$ cat src/rtl/mmss_timer_pkg.sv
// Shared constants, select encodings and the run-state type for the mm:ss timer.
package mmss_timer_pkg;

    localparam int DIGIT_W      = 4;
    localparam int UNITS_MAX    = 9;
    localparam int SEC_TENS_MAX = 5;

    localparam logic [1:0] SEL_SEC_ONES = 2'b00;
    localparam logic [1:0] SEL_SEC_TENS = 2'b01;
    localparam logic [1:0] SEL_MIN_ONES = 2'b10;
    localparam logic [1:0] SEL_MIN_TENS = 2'b11;

    typedef enum logic {
        ST_STOP = 1'b0,
        ST_RUN  = 1'b1
    } run_state_t;

    function automatic logic [DIGIT_W-1:0] clamp_digit(input logic [DIGIT_W-1:0] val,
                                                       input logic [DIGIT_W-1:0] max);
        return (val > max) ? max : val;
    endfunction

endpackage

$ cat src/rtl/mmss_timer_bcd_digit.sv
// One BCD display digit counting 0..MAX with inc/dec, clamped load and carry/borrow out.
module bcd_digit
    import mmss_timer_pkg::*;
#(
    parameter int MAX = 9
) (
    input  logic               clk_c,
    input  logic               reset_n_c,
    input  logic               inc,
    input  logic               dec,
    input  logic               load,
    input  logic [DIGIT_W-1:0] val,
    output logic [DIGIT_W-1:0] q,
    output logic               carry
);

    localparam logic [DIGIT_W-1:0] MAX_V = DIGIT_W'(MAX);

    // Asserted on the step that rolls MAX->0 (up) or 0->MAX (down).
    assign carry = (inc && (q == MAX_V)) || (dec && (q == '0));

    // NOTE: state registers use non-blocking assignments so every flop samples pre-edge values.
    always_ff @(posedge clk_c or negedge reset_n_c) begin
        if (!reset_n_c) begin
            q <= '0;
        end else if (load) begin
            q <= clamp_digit(val, MAX_V);
        end else if (inc) begin
            q <= (q == MAX_V) ? '0 : q + DIGIT_W'(1);
        end else if (dec) begin
            q <= (q == '0) ? MAX_V : q - DIGIT_W'(1);
        end
    end

endmodule

$ cat src/rtl/mmss_timer.sv
// mm:ss up/down timer with BCD digits, prescaled tick and adjust mode.
// Optional lap display freeze is built when MMSS_TIMER_LAP_EN is defined.
module mmss_timer
    import mmss_timer_pkg::*;
#(
    parameter int MIN_TENS_MAX = 5,
    parameter int TICK_DIV     = 1
) (
    input  logic               clk_c,
    input  logic               reset_n_c,
    input  logic               tick_c,
    input  logic               pause_c,
    input  logic               adj_c,
    input  logic [1:0]         sel_c,
    input  logic [3:0]         num_c,
    input  logic               load_c,
    input  logic               dir_c,
`ifdef MMSS_TIMER_LAP_EN
    input  logic               lap_c,
`endif
    output logic [DIGIT_W-1:0] min_tens,
    output logic [DIGIT_W-1:0] min_ones,
    output logic [DIGIT_W-1:0] sec_tens,
    output logic [DIGIT_W-1:0] sec_ones,
    output logic               running,
    output logic               done,
    output logic               wrap
);

    localparam logic [7:0] TICK_LAST = 8'(TICK_DIV - 1);

    run_state_t         state_q, state_d;
    logic [7:0]         presc;
    logic               step, step_up, step_dn, expire, all_zero, load_acc;
    logic [DIGIT_W-1:0] so_q, st_q, mo_q, mt_q;
    logic               so_cy, st_cy, mo_cy, mt_cy;

    assign running  = (state_q == ST_RUN);
    assign load_acc = adj_c && load_c;
    assign all_zero = (so_q == '0) && (st_q == '0) && (mo_q == '0) && (mt_q == '0);
    assign step     = running && !adj_c && tick_c && (presc == TICK_LAST);
    assign step_up  = step && !dir_c;
    // A down step at 00:00 expires instead of borrowing, so the digits hold.
    assign step_dn  = step && dir_c && !all_zero;
    assign expire   = step && dir_c && all_zero;

    always_ff @(posedge clk_c or negedge reset_n_c) begin
        if (!reset_n_c) begin
            presc <= '0;
        end else if (!running) begin
            presc <= '0;
        end else if (tick_c && !adj_c) begin
            presc <= (presc == TICK_LAST) ? '0 : presc + 8'd1;
        end
    end

    always_ff @(posedge clk_c or negedge reset_n_c) begin
        if (!reset_n_c) state_q <= ST_STOP;
        else            state_q <= state_d;
    end

    // NOTE: assign every combinational output a default first so no latch is inferred.
    always_comb begin
        state_d = state_q;
        case (state_q)
            ST_STOP: if (!adj_c && pause_c) state_d = ST_RUN;
            ST_RUN:  if (adj_c || pause_c || expire) state_d = ST_STOP;
            default: state_d = ST_STOP;
        endcase
    end

    always_ff @(posedge clk_c or negedge reset_n_c) begin
        if (!reset_n_c) begin
            done <= 1'b0;
            wrap <= 1'b0;
        end else begin
            wrap <= mt_cy && !dir_c;
            if (expire)                           done <= 1'b1;
            else if (pause_c || load_acc || adj_c) done <= 1'b0;
        end
    end

    bcd_digit #(.MAX(UNITS_MAX)) u_sec_ones (
        .clk_c, .reset_n_c, .inc(step_up), .dec(step_dn),
        .load(load_acc && (sel_c == SEL_SEC_ONES)), .val(num_c), .q(so_q), .carry(so_cy)
    );
    bcd_digit #(.MAX(SEC_TENS_MAX)) u_sec_tens (
        .clk_c, .reset_n_c, .inc(so_cy && !dir_c), .dec(so_cy && dir_c),
        .load(load_acc && (sel_c == SEL_SEC_TENS)), .val(num_c), .q(st_q), .carry(st_cy)
    );
    bcd_digit #(.MAX(UNITS_MAX)) u_min_ones (
        .clk_c, .reset_n_c, .inc(st_cy && !dir_c), .dec(st_cy && dir_c),
        .load(load_acc && (sel_c == SEL_MIN_ONES)), .val(num_c), .q(mo_q), .carry(mo_cy)
    );
    bcd_digit #(.MAX(MIN_TENS_MAX)) u_min_tens (
        .clk_c, .reset_n_c, .inc(mo_cy && !dir_c), .dec(mo_cy && dir_c),
        .load(load_acc && (sel_c == SEL_MIN_TENS)), .val(num_c), .q(mt_q), .carry(mt_cy)
    );

`ifdef MMSS_TIMER_LAP_EN
    logic               frozen;
    logic [DIGIT_W-1:0] snap_mt, snap_mo, snap_st, snap_so;

    // The live count keeps running underneath; only the displayed digits are held.
    always_ff @(posedge clk_c or negedge reset_n_c) begin
        if (!reset_n_c) begin
            frozen  <= 1'b0;
            snap_mt <= '0;
            snap_mo <= '0;
            snap_st <= '0;
            snap_so <= '0;
        end else if (adj_c) begin
            frozen <= 1'b0;
        end else if (lap_c) begin
            frozen <= !frozen;
            if (!frozen) begin
                snap_mt <= mt_q;
                snap_mo <= mo_q;
                snap_st <= st_q;
                snap_so <= so_q;
            end
        end
    end

    assign min_tens = frozen ? snap_mt : mt_q;
    assign min_ones = frozen ? snap_mo : mo_q;
    assign sec_tens = frozen ? snap_st : st_q;
    assign sec_ones = frozen ? snap_so : so_q;
`else
    assign min_tens = mt_q;
    assign min_ones = mo_q;
    assign sec_tens = st_q;
    assign sec_ones = so_q;
`endif

endmodule

$ cat config.mk
export PLATFORM = sky130hd
export DESIGN_NAME = mmss_timer
export DESIGN_NICKNAME = d
export VERILOG_FILES = /design/src/rtl/mmss_timer_pkg.sv /design/src/rtl/mmss_timer_bcd_digit.sv /design/src/rtl/mmss_timer.sv
export SDC_FILE = /design/constraint.sdc
export NUM_CORES = 1
export LEC_CHECK = 0
export CAP_MARGIN = 20
export CORE_ASPECT_RATIO = 0.7
export CORE_MARGIN = 2
export CORE_UTILIZATION = 59
export CTS_BUF_LIST = sky130_fd_sc_hd__clkbuf_16
export CTS_CLUSTER_DIAMETER = 30
export DETAILED_ROUTE_END_ITERATION = 10
export MAX_ROUTING_LAYER = met4
export PLACE_DENSITY = 0.94
export SLEW_MARGIN = 20
export SYNTH_ARGS = -nofsm -noshare
export SYNTH_HDL_FRONTEND = slang
export SYNTH_SLANG_ARGS = --single-unit
export TNS_END_PERCENT = 50
$ cat constraint.sdc
create_clock -name clk_c -period 7.2 [get_ports clk_c]
set_input_delay 1.08 -clock clk_c [delete_from_list [all_inputs] [get_ports clk_c]]
set_output_delay 1.08 -clock clk_c [all_outputs]
set_load 0.02 [all_outputs]
; After elaboration in Yosys (flattened, before gate mapping)
; Cells that the tools add are included.
[classes]
n_bitwise = 1
eq_ne = 8
n_lt_le_gt_ge = 2
reduce_logical = 54
add_sub_neg = 9
n_mux = 30
[op_table]
columns = cell, n
row1 = $mux W4, 22
row2 = $logic_and A1 B1 Y1, 32
row3 = $mux W8, 3
row4 = $add A4 B1 Y4 const B, 4
row5 = $logic_not A4 Y1, 4
row6 = $sub A4 B1 Y4 const B, 4
row7 = $reduce_bool A3 Y1, 4
row8 = $add A8 B1 Y8 const B, 1
row9 = $eq A4 B3 Y1 const B, 2
row10 = $eq A4 B4 Y1 const B, 2
row11 = $logic_not A8 Y1, 1
row12 = $logic_or A1 B1 Y1, 8
row13 = $eq A2 B2 Y1 const B, 2
row14 = $gt A4 B3 Y1 const B, 1
row15 = $gt A4 B4 Y1 const B, 1
row16 = $mux W1, 4
row17 = $logic_not A1 Y1, 3
row18 = $eq A2 B1 Y1 const B, 1
row19 = $logic_not A2 Y1, 1
row20 = $ne A2 B1 Y1 const B, 1
row21 = $pmux W1 S2, 1
row22 = $reduce_bool A2 Y1, 1
row23 = $not A1 Y1, 1
[word_totals]
reg_bits = 27
elab_cells = 112
output_inout_bits = 19

; Longest topological paths before layout
; Gate-level depths: netlist of run 1.
[logic_depth]
word_depth = 18
ltp_mapped = 9
depth_no_buf = 7

; Cells and area by module
; Synthesis of run 1 repeated with hierarchy kept, for this count alone.
[hier_totals]
cells_unflattened = 262
hier_area_um2 = 2212.1
[by_module_without_submodules]
columns = module, instances, seq_area_each_um2, cells_per_inst, area_each_um2
row1 = bcd_digit at u_min_ones ..., 2, 100.1, 50, 380.4
row2 = mmss_timer, 1, 275.3, 82, 738.2
row3 = bcd_digit at u_min_tens ..., 2, 100.1, 40, 356.6

; Worst setup path before layout of run 1
; OpenSTA, ideal clock, no wires.
[synth_timing]
kind = in2reg
from = in adj_c
to = reg u_sec_tens.q[2]
setup_ps = 82
setup_slack_ps = 4391
n_path_buf = 2
stages = 7
t_arrival_ps = 2727
required_ps = 7118
path_cell_list = clkbuf_1 or4bb_1 or4_4 buf_6 o31a_4 a31o_1 a31oi_1
[synth_between]
elab_chain_cells = 11
elab_cells_between_ends = 17
[synth_lines]
columns = element, line
row1 = "start, declared", mmss_timer.sv:13  ; input logic adj_c,
row2 = $logic_not A1 Y1, mmss_timer.sv:41  ; assign step = running && !adj_c && tick_c && (presc == TICK_LAST);
row3 = $logic_and A1 B1 Y1 (3 in a row), mmss_timer.sv:41
row4 = $logic_and A1 B1 Y1 (2 in a row), mmss_timer.sv:44  ; assign step_dn = step && dir_c && !all_zero;
row5 = $logic_and A1 B1 Y1, mmss_timer_bcd_digit.sv:20  ; assign carry = (inc && (q == MAX_V)) || (dec && (q == '0));
row6 = $logic_or A1 B1 Y1, mmss_timer_bcd_digit.sv:20
row7 = $logic_and A1 B1 Y1, mmss_timer.sv:88  ; .clk_c, .reset_n_c, .inc(so_cy && !dir_c), .dec(so_cy && dir_c),
row8 = $mux W4, mmss_timer_bcd_digit.sv:28  ; end else if (inc) begin
row9 = $mux W4, mmss_timer_bcd_digit.sv:26  ; end else if (load) begin
row10 = "end signal, assigned", mmss_timer_bcd_digit.sv:27  ; q <= clamp_digit(val, MAX_V);
row11 = "end signal, assigned", mmss_timer_bcd_digit.sv:29  ; q <= (q == MAX_V) ? '0 : q + DIGIT_W'(1);
row12 = "end signal, assigned", mmss_timer_bcd_digit.sv:31  ; q <= (q == '0) ? MAX_V : q - DIGIT_W'(1);
row13 = "end, declared", mmss_timer_bcd_digit.sv:13  ; output logic [DIGIT_W-1:0] q,
; Several ways; a longest one is shown, not always the timed one.
; A chain may end at the register's enable or synchronous reset.

; Final worst setup path of run 1
[layout_timing]
from = in dir_c
to = reg u_min_tens.q[2]
[layout_between]
elab_chain_cells = 13
elab_cells_between_ends = 22
[layout_lines]
columns = element, line
row1 = "start, declared", mmss_timer.sv:17  ; input logic dir_c,
row2 = $logic_not A1 Y1 / $logic_and A1 B1 Y1 (equally long branches), -
row3 = "$logic_and A1 B1 Y1, on equally long branches", "mmss_timer.sv:42, mmss_timer.sv:44"
row4 = $logic_and A1 B1 Y1, mmss_timer_bcd_digit.sv:20
row5 = $logic_or A1 B1 Y1, mmss_timer_bcd_digit.sv:20
row6 = $logic_and A1 B1 Y1, mmss_timer.sv:88
row7 = $logic_and A1 B1 Y1, mmss_timer_bcd_digit.sv:20
row8 = $logic_or A1 B1 Y1, mmss_timer_bcd_digit.sv:20
row9 = $logic_and A1 B1 Y1, mmss_timer.sv:92  ; .clk_c, .reset_n_c, .inc(st_cy && !dir_c), .dec(st_cy && dir_c),
row10 = $logic_and A1 B1 Y1, mmss_timer_bcd_digit.sv:20
row11 = $logic_or A1 B1 Y1, mmss_timer_bcd_digit.sv:20
row12 = $logic_and A1 B1 Y1, mmss_timer.sv:96  ; .clk_c, .reset_n_c, .inc(mo_cy && !dir_c), .dec(mo_cy && dir_c),
row13 = $mux W4, mmss_timer_bcd_digit.sv:28
row14 = $mux W4, mmss_timer_bcd_digit.sv:26
row15 = "end signal, assigned", mmss_timer_bcd_digit.sv:27
row16 = "end signal, assigned", mmss_timer_bcd_digit.sv:29
row17 = "end signal, assigned", mmss_timer_bcd_digit.sv:31
row18 = "end, declared", mmss_timer_bcd_digit.sv:13
; Several ways; a longest one is shown, not always the timed one.

==> impl_metrics.yaml, run 1 <==
status:
  outcome: "complete, no violations"
critical_path:
  timing.critical_path.buf_inv: 2
  critPathLaunchType: "input port"
  worst-endpoint-required_ns: 7.33
  cell_by_cell_trace_of_the_critical_path: "clkdlybuf4s50_1, inv_1, nor4_1, nand3_1, nand4_1, o211ai_1"
  worstRegToRegCells: 7
  path_max_fanout: 16
  arrival_time_of_data_at_the_critical_path_endpoint_ns: 3.37
  critical_path.slowest_cell: "clkdlybuf4s50_1"
  worst_path_largest_cell_delay_ns: 0.81
  timing_worst_setup_path_type: "in -> reg"
  worstSetupPathDepth: 6
  crit_family: "simple AND/OR/NAND/NOR gates"
  cp-end-kind: "register"
drt:
  drtIter0Drc: 280
  wl_per_cell_um: 17.0
  drt_drc_violations_left: 0
  num_vias: 2338
  vias_per_cell: 6.84
  detail_route.first_pass.iterations: 5
  routed_wl_um: 5820
  drt.antenna.violating_nets: 0
flow_run:
  drv_cap: 0
clock_tree:
  total_clock_buffers_created_by_cts: 3
  cts_num_sinks: 27
  clkSlewWorstSetupHoldPaths_ns: 0.07
  clock_insertion_delay_worst_skew_ns: 0.26
  deepest_level_of_the_cts_h_tree: 1
  clk_root_buffer_cell: "clkbuf_16"
  cts.path.max_buffers: 2
  cts_resized: 0
  hold_buffers: 0
  cts_tree: "done"
  cts_post_setup_buffers_inserted: 0
placed_design:
  place_congestion: 0.933
  io_buffers: 31
  place.detailed.instances: 338
  post-dp-hpwl_um: 4100
  placed_area_um2: 2450
global_route:
  grt_max_degree: 28
  initial_antenna_violation_count: 0
  grt_pass1_wl_um: 9900
  first_global_vias: 2018
  globalRoute.totalOverflow: 0
  grt_usage_pct: 30.9
sta:
  finalHoldViolations: 0
  slew_viol_final: 0
  fin_skew_ns: 0.00345
  timing.fmax_mhz: 309
  grt_setup_unrepaired: "false"
  timing_worst_slew_pin_value_ns: 0.989
  timing.max_slew.rel_slack_pct: 33.9
  tns_ns: 0
  finalWorstPathRequiredPeriod_ns: 3.23
  layout_worst_path_cycle_share_pct: 44.9
  finalSetupViolations: 0
synthesis:
  post-synth-top-area-fraction_pct: 31.4
  yosysUniqueCellTypes: 57
  synth-seq-cells: 27
  synthDominantAreaCellType: "dfrtp_1"
  total_standard_cell_area_after_synthesis_um2: 2150
  synth_cells: 274
  syn_avg_cell_area_um2: 7.85
  synth_area_leaders: "dfrtp_1, o21ai_0, nand3_1"
  yosysWarnings: 0
  seq_area_frac_synth_pct: 31.4
  synth_flop_cell: "dfrtp_1"
  synth_enable_flop_cells: 0
  synth_async_sr_flop_share_pct: 100
  synthesis.nets: 289
power_and_ir_drop:
  power_frac_clock_pct: 24.2
  worst_ir_drop_vdd_uv: 149
  power_dens_cells_nw_per_um2: 208
  intPower_mw: 0.331
  static-leakage-power_nw: 1.00
  relative_contribution_of_sequential_cells_to_total_power_pct: 41.5
  power.combinational.fraction_pct: 34.3
  total_switching_power_mw: 0.197
  p_sw_share_pct: 37.3
floorplanning:
  start_util_pct: 61.3
  design.die.area_um2: 4150
  fp.coreArea_um2: 3510
  placementRows: 18
  die_w_um: 76.2
  die-height_um: 54.5
  top_level_ports: 32
final_layout:
  area_growth_pct: 17.8
  layout.cells.most_common: "clkdlybuf4s50_1"
  most-common-layout-cells: "clkdlybuf4s50_1, o21ai_0, dfrtp_1"
  filler_cell_count: 273
  post_layout_nonfiller_instances: 342
  drive_above_1_share_pct: 3.77
  antenna-diode-count: 0
  fin_nets: 308
  final_cell_area_um2: 2530
min_path:
  cells_on_worst_hold_path: 1
  worst_hold_path_type: "reg -> reg"
## registers in the layout (all words and copies together) (netlist names)
| name | count |
|---|---|
| done | 1 |
| u_sec_tens.q | 4 |
| presc | 8 |
| running | 1 |
| u_min_tens.q | 4 |
| wrap | 1 |
| u_min_ones.q | 4 |
| u_sec_ones.q | 4 |
## path summary, 6_finish.rpt
path | slack [ns] | startpoint | endpoint
max | 3.97 | dir_c | u_min_tens.q[2]
min | 0.51 | presc[7] | presc[7]
max reg2reg | 4.43 | presc[0] | u_min_ones.q[2]
min reg2reg | 0.51 | presc[7] | presc[7]
max in group asynchronous | 5.75 | reset_n_c | u_min_tens.q[0]
min in group asynchronous | 1.18 | reset_n_c | done
## layout make-up
class	instances	area (µm²)	share of cell area (%)
timing repair buffer	32	318	12.5
multi-input combinational	218	1360	53.6
inverter	11	41.3	1.63
clock inverter	1	5.00	0.197
sequential	27	676	26.7
tap	50	62.6	2.47
clock buffer	3	75.1	2.96
## per-stage QoR
| stage | power (mW) | setup slack (ns) | hold slack [ns] | utilization [%] |
|---|---|---|---|---|
| after global placement | 0.392 | 3.79 | 0.463 | 69.9 |
| after floorplan | 0.327 | 4.39 | 0.459 | - |
| after global routing | 0.558 | 3.68 | 0.559 | 72.2 |
| final | 0.528 | 3.97 | 0.512 | 72.2 |
| after CTS | 0.526 | 4.01 | 0.514 | 72.2 |
| after detailed placement | 0.397 | 3.74 | 0.503 | 69.9 |
## worst register-to-register path, stage by stage, from the launching register on
cell     delay (ns)
dfrtp_1        0.44
inv_1          0.08
ha_1           0.15
or4b_1         0.60
nor4_1         0.75
nand4_1        0.27
a32oi_1        0.26
o21ai_0        0.10
## power groups by stage
stage / Combinational (mW) / Clock (mW) / Sequential (mW)
floorplan: 0.115 / 0 / 0.212
global placement: 0.174 / 0 / 0.218
detailed placement: 0.177 / 0 / 0.220
CTS: 0.180 / 0.129 / 0.217
global route: 0.197 / 0.137 / 0.224
finish: 0.181 / 0.128 / 0.219
## kinds of logic after synthesis
| kind of cell | synth area share (%) |
|---|---|
| xor gates and xnor gates | 1.63 |
| muxes | 1.45 |
| and+or+nand+nor | 33.6 |
| DFF | 31.4 |
| buffers and inverters | 5.52 |
| AOI/OAI and AO/OA | 25.2 |
| adders and majority gates | 1.16 |
## synth_stat cells (all sizes together), types with 3 or more instances
cell,n
o21ai,28
dfrtp,27
nand2,23
nand3,19
clkbuf,15
nor2,15
nor3,12
inv,11
nand4,9
o211ai,8
a21oi,7
nor4,7
nand2b,6
a211oi,5
a31oi,5
and3,5
a21boi,4
nand3b,4
o21bai,4
or3,4
a22o,3
buf,3
nor3b,3
or4,3
or4bb,3
xor2,3
## metal layers
layer	part of all wire (%)	GRT usage [%]	up-vias
li1	-	-	1076
met1	44	41.0	1106
met2	46	51.6	141
met3	9.3	5.12	15
met4	1.2	6.06	0
met5	0	-	-
No activity file was read; power rests on OpenSTA's default activity.
==> run 2: changes to the inputs <==
--- a/config.mk
+++ b/config.mk
@@ -8,12 +8,12 @@
 export CAP_MARGIN = 20
 export CORE_ASPECT_RATIO = 0.7
 export CORE_MARGIN = 2
-export CORE_UTILIZATION = 59
+export CORE_UTILIZATION = 55
 export CTS_BUF_LIST = sky130_fd_sc_hd__clkbuf_16
 export CTS_CLUSTER_DIAMETER = 30
 export DETAILED_ROUTE_END_ITERATION = 10
 export MAX_ROUTING_LAYER = met4
-export PLACE_DENSITY = 0.94
+export PLACE_DENSITY = 0.89
 export SLEW_MARGIN = 20
 export SYNTH_ARGS = -nofsm -noshare
 export SYNTH_HDL_FRONTEND = slang
==> constraint.sdc (replaced) <==
create_clock -name clk_c -period 3.3 [get_ports clk_c]
set_input_delay 0.495 -clock clk_c [delete_from_list [all_inputs] [get_ports clk_c]]
set_output_delay 0.495 -clock clk_c [all_outputs]
set_load 0.02 [all_outputs]
==> run 2 against run 1 <==
Effect of this change: non-clock buffer count rose by 4; setup slack got worse by 3.3 ns; worst hold slack got worse by 0.030 ns; core utilization fell by 1.4 points; clock skew rose by 0.00072 ns; die area rose by 6.8%; register-to-register slack got worse by 3.8 ns; count of clock-buffer cells in the layout did not move; global-route usage fell by 3.0 points.
==> impl_metrics.yaml, run 2 (synthesized netlist as in run 1, its figures left out) <==
status:
  outcome: "complete, no violations"
floorplanning:
  top_level_ports: 32
  design.die.area_um2: 4440
  fp.coreArea_um2: 3630
  placementRows: 18
  die-height_um: 56.3
  die_w_um: 78.8
  start_util_pct: 59.4
placed_design:
  place.detailed.instances: 342
  placed_area_um2: 2480
  post-dp-hpwl_um: 4030
  dpl_worst_slack_ns: 0.506
  io_buffers: 31
  place_congestion: 0.927
min_path:
  worst_hold_path_type: "reg -> reg"
  min-delay-start: "done"
critical_path:
  rrSetupSlack_ns: 0.67
  worst-endpoint-required_ns: 3.43
  timing.critical_path.from: "presc[0]"
  cp-end-kind: "register"
  path_max_fanout: 8
  reg_to_reg_start: "presc[0]"
  critPathLaunchType: "register"
  arrival_time_of_data_at_the_critical_path_endpoint_ns: 2.76
  timing_worst_setup_path_type: "reg -> reg"
clock_tree:
  clock_insertion_delay_worst_skew_ns: 0.26
  cts_resized: 0
  hold_buffers: 0
  clkSlewWorstSetupHoldPaths_ns: 0.07
  cts_post_setup_buffers_inserted: 0
  deepest_level_of_the_cts_h_tree: 1
  cts_num_sinks: 27
  cts.path.max_buffers: 2
  total_clock_buffers_created_by_cts: 3
  clk_root_buffer_cell: "clkbuf_16"
  cts_tree: "done"
sta:
  timing.max_slew.rel_slack_pct: 48.4
  finalWorstPathRequiredPeriod_ns: 2.63
  finalHoldViolations: 0
  grt_setup_unrepaired: "false"
  layout_worst_path_cycle_share_pct: 79.6
  timing.fmax_mhz: 381
  timing_worst_slew_pin_value_ns: 0.766
  slew_viol_final: 0
  fin_skew_ns: 0.00417
  tns_ns: 0
  post-route-worst-setup-slack_ns: 0.673
  finalSetupViolations: 0
  timing.hold.ws_ns: 0.482
global_route:
  grt_usage_pct: 27.9
  globalRoute.totalOverflow: 0
  first_global_vias: 1999
  grt_pass1_wl_um: 9680
  grt_max_degree: 28
  initial_antenna_violation_count: 0
final_layout:
  core_occupancy_in_the_finished_layout_pct: 70.7
  final_cell_area_um2: 2560
  drive_above_1_share_pct: 4.73
  layout.cells.most_common: "clkdlybuf4s50_1"
  top_register: "presc"
  antenna-diode-count: 0
  post_layout_nonfiller_instances: 346
  largest_reg_flops: 8
  area_growth_pct: 19.1
  most-common-layout-cells: "clkdlybuf4s50_1, o21ai_0, dfrtp_1"
  fin_nets: 312
power_and_ir_drop:
  static-leakage-power_nw: 1.03
  report.power.total_mw: 1.15
  power_dens_cells_nw_per_um2: 447
  worst_ir_drop_vdd_uv: 257
drt:
  num_vias: 2269
  vias_per_cell: 6.56
  drt.antenna.violating_nets: 0
  wl_per_cell_um: 16.1
  drt_drc_violations_left: 0
  routed_wl_um: 5580
  drtIter0Drc: 238
  detail_route.first_pass.iterations: 4
flow_run:
  drv_cap: 0
## run 2: layout make-up
cell class | count | area, µm²
clock buffers | 3 | 75.1
clock inverters | 1 | 3.75
flip-flops and latches | 27 | 676
inverters | 11 | 41.3
multi-input cells | 218 | 1360
repair buffers | 36 | 348
well taps | 50 | 62.6
fillers | 278 | 1060
## run 2: worst paths after layout
path | end | cells after the start
setup reg to reg | u_min_tens.q[1] | 7
hold / removal | done | 2
max in group asynchronous | u_min_ones.q[3] | 2
min in group asynchronous | done | 2
setup / recovery | u_min_tens.q[1] | 7
hold reg to reg | done | 2
## run 2: routing by layer
| layer | track usage (%) | routed length, µm | vias up |
|---|---|---|---|
| met5 | - | 0 | - |
| met4 | 5.26 | 47 | 0 |
| met3 | 6.27 | 510 | 6 |
| met2 | 40.3 | 2470 | 118 |
| met1 | 40.5 | 2560 | 1062 |
| li1 | - | - | 1083 |
## run 2: worst max-delay path: stages, from the launching register on
cell and delay [ns]:
dfrtp_1 0.44, inv_1 0.09, ha_1 0.15, or4b_1 0.61, nor4_1 0.63, nand3_1 0.29, nand4_1 0.17, o211ai_1 0.11
## run 2: power breakdown
part / switching [mW] / internal, mW
Clock: 0.112 / 0.162
Sequential: 0.108 / 0.369
Combinational: 0.202 / 0.192
